--- config.mk ---
export PLATFORM = sky130hd
export DESIGN_NAME = shift_rows_stream
export DESIGN_NICKNAME = d
export VERILOG_FILES = /design/src/rtl/aes_pkg.sv /design/src/rtl/shift_rows_src_index.sv /design/src/rtl/shift_rows_stream.sv
export SDC_FILE = /design/constraint.sdc
export NUM_CORES = 1
export LEC_CHECK = 0
export CORE_MARGIN = 8
export CORE_UTILIZATION = 60
export DETAILED_ROUTE_END_ITERATION = 7
export PLACE_DENSITY = 0.77
export SYNTH_ARGS = -nofsm -noshare
export SYNTH_HDL_FRONTEND = slang
export SYNTH_SLANG_ARGS = --single-unit
--- constraint.sdc ---
create_clock -name clk -period 4.1 [get_ports clk]
set_input_delay 1.23 -clock clk [delete_from_list [all_inputs] [get_ports clk]]
set_output_delay 1.23 -clock clk [all_outputs]
set_load 0.03 [all_outputs]
--- src/rtl/aes_pkg.sv ---
// Shared ShiftRows definitions: block sizing, row offsets and the byte permutation.
package aes_pkg;

  typedef enum logic {IN_FILL  = 1'b0, IN_STALL  = 1'b1} in_state_e;
  typedef enum logic {OUT_IDLE = 1'b0, OUT_DRAIN = 1'b1} out_state_e;

  function automatic int unsigned BYTES(input int unsigned nb);
    return 32'd4 * nb;
  endfunction

  // Rijndael row rotation; the 256-bit block skips offset 2.
  function automatic int unsigned row_off(input int unsigned nb, input int unsigned r);
    if (nb == 32'd8 && r >= 32'd2) return r + 32'd1;
    return r;
  endfunction

  // Column-major source index feeding output byte j.
  function automatic int unsigned sr_src_idx(input int unsigned nb, input logic inv,
                                             input int unsigned j);
    int unsigned r;
    int unsigned c;
    int unsigned off;
    int unsigned sc;
    r   = j % 32'd4;
    c   = j / 32'd4;
    off = row_off(nb, r);
    sc  = inv ? (c + nb - off) % nb : (c + off) % nb;
    return sc * 32'd4 + r;
  endfunction

endpackage

--- src/rtl/shift_rows_src_index.sv ---
// Combinational output-position to source-position map for one ShiftRows block.
module shift_rows_src_index
  import aes_pkg::*;
#(
  parameter int unsigned NB = 4,
  localparam int unsigned CW = $clog2(BYTES(NB))
) (
  input  logic [CW-1:0] j_i,
  input  logic          inv_i,
  output logic [CW-1:0] src_c
);

  always_comb src_c = CW'(sr_src_idx(NB, inv_i, 32'(j_i)));

endmodule

--- src/rtl/shift_rows_stream.sv ---
// Byte-serial ShiftRows engine: ping-pong block buffers, permuted on the read side.
module shift_rows_stream
  import aes_pkg::*;
#(
  parameter int unsigned NB = 4
) (
  input  logic       clk,
  input  logic       rst,
  input  logic       in_valid,
  output logic       in_ready,
  input  logic [7:0] in_byte,
  input  logic       in_inv,
  output logic       out_valid,
  input  logic       out_ready,
  output logic [7:0] out_byte,
  output logic       out_last,
  output logic       out_inv
);

  localparam int unsigned   NBYTES   = BYTES(NB);
  localparam int unsigned   CW       = $clog2(NBYTES);
  localparam logic [CW-1:0] LAST_IDX = CW'(NBYTES - 1);

  if (!(NB == 4 || NB == 6 || NB == 8)) begin : g_bad_nb
    $error("shift_rows_stream: NB must be 4, 6 or 8");
  end

  logic [7:0]    mem_q [2][NBYTES];
  logic [1:0]    full_q, full_d;
  logic [1:0]    mode_q, mode_d;
  logic          wr_bank_q, wr_bank_d;
  logic          rd_bank_q, rd_bank_d;
  logic [CW-1:0] wr_cnt_q, wr_cnt_d;
  logic [CW-1:0] rd_cnt_q, rd_cnt_d;
  in_state_e     in_state_q, in_state_d;
  out_state_e    out_state_q, out_state_d;
  logic [7:0]    out_byte_q, out_byte_d;
  logic          out_last_q, out_last_d;
  logic          out_inv_q, out_inv_d;
  logic          in_fire, out_fire;
  logic [CW-1:0] src_idx;

  assign in_ready  = (in_state_q == IN_FILL);
  assign out_valid = (out_state_q == OUT_DRAIN);
  assign out_byte  = out_byte_q;
  assign out_last  = out_last_q;
  assign out_inv   = out_inv_q;
  assign in_fire   = in_valid && in_ready;
  assign out_fire  = out_valid && out_ready;

  shift_rows_src_index #(.NB(NB)) u_rd_idx (
    .j_i  (rd_cnt_d),
    .inv_i(mode_q[rd_bank_d]),
    .src_c(src_idx)
  );

  // Fill and drain always touch opposite banks, so both updates may land together.
  always_comb begin
    full_d    = full_q;
    mode_d    = mode_q;
    wr_bank_d = wr_bank_q;
    wr_cnt_d  = wr_cnt_q;
    rd_bank_d = rd_bank_q;
    rd_cnt_d  = rd_cnt_q;

    if (in_fire) begin
      if (wr_cnt_q == '0) mode_d[wr_bank_q] = in_inv;
      if (wr_cnt_q == LAST_IDX) begin
        full_d[wr_bank_q] = 1'b1;
        wr_bank_d         = ~wr_bank_q;
        wr_cnt_d          = '0;
      end else begin
        wr_cnt_d = wr_cnt_q + 1'b1;
      end
    end

    if (out_fire) begin
      if (rd_cnt_q == LAST_IDX) begin
        full_d[rd_bank_q] = 1'b0;
        rd_bank_d         = ~rd_bank_q;
        rd_cnt_d          = '0;
      end else begin
        rd_cnt_d = rd_cnt_q + 1'b1;
      end
    end

    in_state_d  = full_d[wr_bank_d] ? IN_STALL : IN_FILL;
    out_state_d = full_d[rd_bank_d] ? OUT_DRAIN : OUT_IDLE;

    // Output byte is looked up from the next read position so it is ready with out_valid.
    out_byte_d = '0;
    out_last_d = 1'b0;
    out_inv_d  = 1'b0;
    if (full_d[rd_bank_d]) begin
      out_byte_d = mem_q[rd_bank_d][src_idx];
      out_last_d = (rd_cnt_d == LAST_IDX);
      out_inv_d  = mode_q[rd_bank_d];
    end
  end

  always_ff @(posedge clk) begin
    if (rst) begin
      full_q      <= '0;
      mode_q      <= '0;
      wr_bank_q   <= 1'b0;
      wr_cnt_q    <= '0;
      rd_bank_q   <= 1'b0;
      rd_cnt_q    <= '0;
      in_state_q  <= IN_STALL;
      out_state_q <= OUT_IDLE;
      out_byte_q  <= '0;
      out_last_q  <= 1'b0;
      out_inv_q   <= 1'b0;
    end else begin
      full_q      <= full_d;
      mode_q      <= mode_d;
      wr_bank_q   <= wr_bank_d;
      wr_cnt_q    <= wr_cnt_d;
      rd_bank_q   <= rd_bank_d;
      rd_cnt_q    <= rd_cnt_d;
      in_state_q  <= in_state_d;
      out_state_q <= out_state_d;
      out_byte_q  <= out_byte_d;
      out_last_q  <= out_last_d;
      out_inv_q   <= out_inv_d;
    end
  end

  // Bank storage carries no reset; the full flags decide what is live.
  always_ff @(posedge clk) begin
    if (in_fire) mem_q[wr_bank_q][wr_cnt_q] <= in_byte;
  end

endmodule
==> reports/qor.txt, run 1 <==
Antenna violations before repair -> 0
Core ar. -> 0.0195 mm²
Register area share after synthesis -> 68.4%
Die Area -> 0.0248 mm²
Placed cell count -> 1,162
CP max stage cell -> a221oi_1
Initial drt markers -> 847
CTS tree -> yes
Post-Syn Area per Cell -> 13.8 µm²
Nets -> 949
Worst setup EP type -> flip-flop
Vias in the first global route -> 8,163
TritonRoute pass-1 iters -> 8
CP cell instances -> clkdlybuf4s50_1 > nand2_2 > o21ai_1 > and2_2 > buf_12 > mux2i_1 > a221oi_1 > a32oi_1 > o22ai_1
RSZ-0062 raised after global routing -> false
Global-route wire length before repair -> 48,900 µm
H-tree depth -> 1
Hold bufs inserted after CTS -> 0
CTS Sinks -> 282
Placement Setup Slack -> -0.0865 ns
Status -> finished clean
Crit Path Class -> in -> reg
Max IR drop VDD -> 0.425 mV
Final worst-path cycle share -> 87.9%
Seq. cell area -> 0.00821 mm²
Layout cells sized above 1 -> 13.0%
Clock skew -> 0.0171 ns
Clock buffer depth -> 3
Final hold violations -> 0
Area Growth Syn to Fin -> 14.2%
Max Freq -> 277 MHz
PostCTS Resize Cnt -> 0
P_leak -> 4.57 nW
I/O Pins -> 25
Post-detail-place hpwl -> 20,500 µm
CTS Buf Count -> 30
Relative slew slack -> 22.5%
GRT Total Usage -> 26.5%
Min-Delay Path Class -> reg -> reg
Drt via density -> 6.81
Setup TNS -> 0 ns
Synth Net Count -> 891
Grt ovf -> 0
Crit path time final -> 3.61 ns
Worst Slack Setup Final -> 0.495 ns
#FFs+latches synth -> 282
Worst hold slack -> 0.543 ns
Worst-Skew Late Latency -> 0.56 ns
Post-synth EDFFs -> 256
Largest cells by area after synthesis -> edfxtp_1, mux2i_1, a221oi_1
Routed WL -> 32,500 µm
Vias -> 8,293
CP startpoint kind -> primary input
Power per cell area -> 423 mW/mm²
Async S/R FF share, synth -> 0%
Drt wl/cell -> 26.7 µm
Crit-path max FO -> 24
Main flop type after synthesis -> edfxtp_1
Post-Synthesis Cells -> 871
Yosys top cell area share -> 64.1%
Cell Rows -> 51
Dominant cell type by area after synthesis -> edfxtp_1
CP required -> 4.57 ns
WP data arrival -> 4.08 ns
Die width -> 157 µm
Multi-input gate area -> 0.00341 mm²
Drt drc -> 0
Routed Antenna Nets -> 0
Starting Density -> 61.5%
Routability congestion estimate -> 0.906
Reg clk slew, reported paths -> 0.06 ns
Area of the mapped netlist -> 0.0120 mm²
Final setup violation count -> 0
CP peak stage delay -> 0.63 ns
Post-CTS setup buffer count -> 0
# diodes -> 0
Final non-filler cell total -> 1,218
Layout fillers -> 1,341
I/O Buffers -> 24
Max-cap viol count -> 0
DIE HEIGHT -> 157 µm
Root buffer cell -> clkbuf_16
Pin count of the biggest net entering global routing -> 55
Worst slew pin tran -> 1.16 ns
Slew Limit Fails -> 0
Yosys warns -> 0
Yosys cell types -> 55
==> metrics by stage <==
step	util, %	area, µm²	power (mW)
floorplan	-	12000	3.23
global placement	65.4	12800	3.30
detailed placement	65.4	12800	3.31
CTS	70.1	13700	5.82
global route	70.2	13700	5.93
finish	70.2	13700	5.80
==> power breakdown <==
| group | leakage (nW) | total [mW] | switching [mW] | internal (mW) |
|---|---|---|---|---|
| Combinational | 1.60 | 0.105 | 0.0746 | 0.0305 |
| Clock | 0.453 | 2.55 | 1.07 | 1.48 |
| Sequential | 2.51 | 3.15 | 0.00605 | 3.14 |
==> critical path, delay by kind of cell <==
| kind | cells | cell delay (ns) |
|---|---|---|
| buffers and inverters | 2 | 0.84 |
| AND/OR/NAND/NOR | 2 | 0.68 |
| AO/OA/AOI/OAI | 4 | 1.22 |
| multiplexers | 1 | 0.10 |
==> layer usage <==
layer | vias to the layer above | wire (µm) | global-route usage (%) | share of wire [%]
met4 | 0 | 1670 | 14.1 | 5.1
met2 | 518 | 15700 | 43.4 | 48
met3 | 103 | 2930 | 3.56 | 9.0
met5 | - | 0 | 0 | 0
met1 | 4098 | 12200 | 33.8 | 37
li1 | 3574 | - | - | -
==> path summary, 6_finish.rpt <==
path / startpoint / endpoint / slack, ns / cells after the start
setup / recovery: out_ready / out_byte[1] / 0.49 / 9
hold / removal: full_q[0] / full_q[0] / 0.54 / 2
setup reg to reg: rd_cnt_q[0] / out_byte[1] / 0.87 / 9
hold reg to reg: full_q[0] / full_q[0] / 0.54 / 2
==> logic make-up after synthesis <==
| kind of cell | count (synthesis) | synth area share [%] |
|---|---|---|
| adders and majority gates | 7 | 0.730 |
| and+or+nand+nor | 202 | 7.36 |
| DFF | 282 | 68.4 |
| buffers and inverters | 72 | 3.21 |
| xor gates and xnor gates | 7 | 0.511 |
| muxes | 58 | 4.84 |
| AOI/OAI and AO/OA | 243 | 14.9 |
==> synthesized netlist by cell type, drive strengths merged, types with 8 or more instances <==
master  count
nand2     107
a32oi      16
inv         8
a31oi      21
mux2i      58
clkbuf     28
a21oi      37
dfxtp      26
edfxtp    256
nor2       43
o22ai      11
a221oi     64
o21ai      32
nand3      29
buf        36
o31ai      23
==> flip-flops by register name, summed over array words and instances, names as in the netlist <==
signal	count
in_state_q	1
out_last	1
wr_bank_q	1
full_q	2
wr_cnt_q	4
mode_q	2
rd_cnt_q	4
rd_bank_q	1
out_byte	8
out_inv	1
out_valid	1
mem_q	256
==> final cells by class <==
class	instances	share of cell area, %
multi-input combinational	517	24.9
clock inverter	15	1.00
clock buffer	41	5.78
inverter	8	0.219
timing repair buffer	90	5.73
tap	265	2.42
sequential	282	59.9
==> layout by cell type (no fill, tap or decap), types with 23 or more instances in the layout <==
cell type / instances
a221oi_1: 64
nor2_1: 41
clkbuf_16: 30
nand3_1: 28
dfxtp_1: 25
buf_4: 62
edfxtp_1: 256
o21ai_0: 31
a21oi_1: 36
nand2_1: 104
mux2i_1: 58
clkdlybuf4s50_1: 24
o31ai_1: 23
Power figures use the tool's default switching activity.
==> run 2, diff against run 1 <==
--- a/config.mk
+++ b/config.mk
@@ -5,10 +5,10 @@
 export SDC_FILE = /design/constraint.sdc
 export NUM_CORES = 1
 export LEC_CHECK = 0
+export ABC_AREA = 1
 export CORE_MARGIN = 8
-export CORE_UTILIZATION = 60
+export CORE_UTILIZATION = 47
 export DETAILED_ROUTE_END_ITERATION = 7
-export PLACE_DENSITY = 0.77
 export SYNTH_ARGS = -nofsm -noshare
 export SYNTH_HDL_FRONTEND = slang
 export SYNTH_SLANG_ARGS = --single-unit
==> run 2 against run 1 <==
Sequential power hardly changed; die area rose by 28%; routed wire length is 6.2% lower; sequential share of layout area fell by 1.9 points; synthesized cell count rose by 35%; power is 1.8% lower; sequential cell count unchanged; combinational power up 17%; final cell count increased by 30%; largest cell class unchanged.
==> reports/qor.txt, run 2 <==
CP required -> 4.54 ns
#FFs+latches synth -> 282
Clock buffer depth -> 3
CTS Buf Count -> 29
Post-synth top cells -> edfxtp_1, nand3_1, nand2_1
Number of flip-flops in the largest register -> 256
Crit Path Class -> in -> reg
Starting Density -> 47.6%
Uppermost routed layer -> met4
Worst slew pin tran -> 0.660 ns
CP peak stage delay -> 0.47 ns
WHS Path Cells -> 2
CP max stage cell -> clkdlybuf4s50_1
FF-to-FF setup slack -> 1.62 ns
Post-Syn Area per Cell -> 10.5 µm²
Most used cell, CP -> nand2_1
Clock skew -> 0.0156 ns
I/O Buffers -> 24
Final worst-path cycle share -> 76.3%
Vias -> 8,345
Synth Net Count -> 1,200
Hold bufs inserted after CTS -> 0
DR WL met3 -> 1870 µm
CTS tree -> yes
Cell Rows -> 59
# diodes -> 0
I/O Pins -> 25
Hold path endpoint -> mode_q[0]
Max Freq -> 320 MHz
Yosys cell types -> 31
Main flop type after synthesis -> edfxtp_1
Max-cap viol count -> 0
Status -> finished clean
R2R Path End -> out_byte[0]
Initial drt markers -> 850
Drt drc -> 0
Vias in the first global route -> 7,913
Pin count of the biggest net entering global routing -> 99
Antenna violations before repair -> 0
GRT Total Usage -> 19.3%
Final setup violation count -> 0
Reg clk slew, reported paths -> 0.07 ns
Yosys top cell area share -> 62.1%
Grt ovf -> 0
Layout cells sized above 1 -> 8.95%
Relative slew slack -> 55.8%
Final non-filler cell total -> 1,586
Async S/R FF share, synth -> 0%
Die width -> 178 µm
Nets -> 1,248
Metal2 WL -> 13,900 µm
Post-Synthesis Cells -> 1,180
Min-Delay Path Class -> reg -> reg
WL met1 -> 14,000 µm
Crit-path max FO -> 19
Crit path time final -> 3.13 ns
Register area share after synthesis -> 66.3%
R2r worst-path depth -> 13
TritonRoute pass-1 iters -> 6
Setup TNS -> 0 ns
Power per cell area -> 403 mW/mm²
Area Growth Syn to Fin -> 14.2%
Routed Antenna Nets -> 0
DIE HEIGHT -> 178 µm
Most frequent cell after synthesis -> edfxtp_1
R2r startpoint -> rd_cnt_q[1]
Worst setup EP type -> flip-flop
RSZ-0062 raised after global routing -> false
WP data arrival -> 3.57 ns
H-tree depth -> 1
Core ar. -> 0.0260 mm²
Global-route wire length before repair -> 46,900 µm
Post-synth EDFFs -> 256
Slew Limit Fails -> 0
Drt wl/cell -> 19.2 µm
Post-detail-place hpwl -> 18,300 µm
Dominant cell type by area after synthesis -> edfxtp_1
Total power -> 5.70 mW
CTS Sinks -> 282
PostCTS Resize Cnt -> 0
Post-CTS setup buffer count -> 0
HP Start -> mode_q[0]
Yosys warns -> 0
Area of the mapped netlist -> 0.0124 mm²
Routability congestion estimate -> 0.883
Largest reg by FF count -> mem_q
Most frequent cells in the layout -> edfxtp_1, nand3_1, nand2_1
Drt via density -> 5.26
CP startpoint kind -> primary input
Final hold violations -> 0
Worst-Skew Late Latency -> 0.56 ns
Most common cell after layout, fill and taps aside -> edfxtp_1
CP cell instances -> clkdlybuf4s50_1 > nand2_2 > inv_2 > nand2_1 > nand2_1 > buf_4 > clkinv_1 > buf_4 > nand2_1 > nand2_1 > nand3_1 > nand2_2 > inv_2 > nand2_1 > nor2_1 > nor2_1
Largest cells by area after synthesis -> edfxtp_1, nand3_1, nand2_1
Routed WL -> 30,500 µm
Root buffer cell -> clkbuf_16
P_leak -> 5.65 nW
Placed cell count -> 1,532
Max IR drop VDD -> 0.357 mV
Die Area -> 0.0318 mm²
run 2: layer usage:
metal	vias up	GRT usage, %
met5	-	0
met4	0	5.10
met3	51	3.39
met2	249	30.1
met1	3973	27.6
li1	4072	-
run 2: worst max path at each step:
stage | cells past startpoint | startpoint | slack, ns | to
after detailed placement | 16 | out_ready | 0.45 | out_byte[0]
final | 16 | out_ready | 0.97 | out_byte[0]
after global routing | 16 | out_ready | 0.79 | out_byte[0]
after CTS | 16 | out_ready | 1.01 | out_byte[0]
after global placement | 16 | out_ready | 0.51 | out_byte[0]
after floorplan | 13 | out_ready | 0.91 | out_byte[3]
run 2: metrics by stage:
| stage | instance area, µm² | utilization, % | hold WS [ns] | setup WS [ns] |
|---|---|---|---|---|
| floorplan | 12400 | - | 0.429 | 0.908 |
| global placement | 13300 | 51.1 | 0.444 | 0.510 |
| detailed placement | 13300 | 51.1 | 0.454 | 0.446 |
| CTS | 14100 | 54.4 | 0.463 | 1.01 |
| global route | 14100 | 54.4 | 0.501 | 0.786 |
| finish | 14100 | 54.4 | 0.463 | 0.970 |
run 2: power by group:
group	internal, mW	switching (mW)	total (mW)
clock network	1.35	1.08	2.43
logic	0.0318	0.0912	0.123
registers	3.14	0.00351	3.15
total	4.53	1.17	5.70
run 2: worst max-delay path: cells and delay by family:
family / cells / cell delay [ns]
buffers and inverters: 6 / 1.41
and+or+nand+nor: 10 / 0.91
run 2: kinds of logic (layout without fill, tap and decap cells):
family | Yosys count | count (layout) | synth area share (%)
compound gates | 46 | 46 | 2.02
simple gates | 602 | 602 | 23.2
fa+ha+maj | 7 | 7 | 0.707
buf+inv | 242 | 313 | 7.69
xor+xnor | 1 | 1 | 0.0708
flops | 282 | 282 | 66.3
run 2: final cells by class:
cell class,instances,area [µm²]
Clock buffer,34,744
Timing Repair Buffer,80,736
Clock inverter,20,120
Fill cell,2255,11800
Multi-Input combinational cell,656,3240
Tap cell,335,419
Sequential cell,282,8210
Inverter,179,672
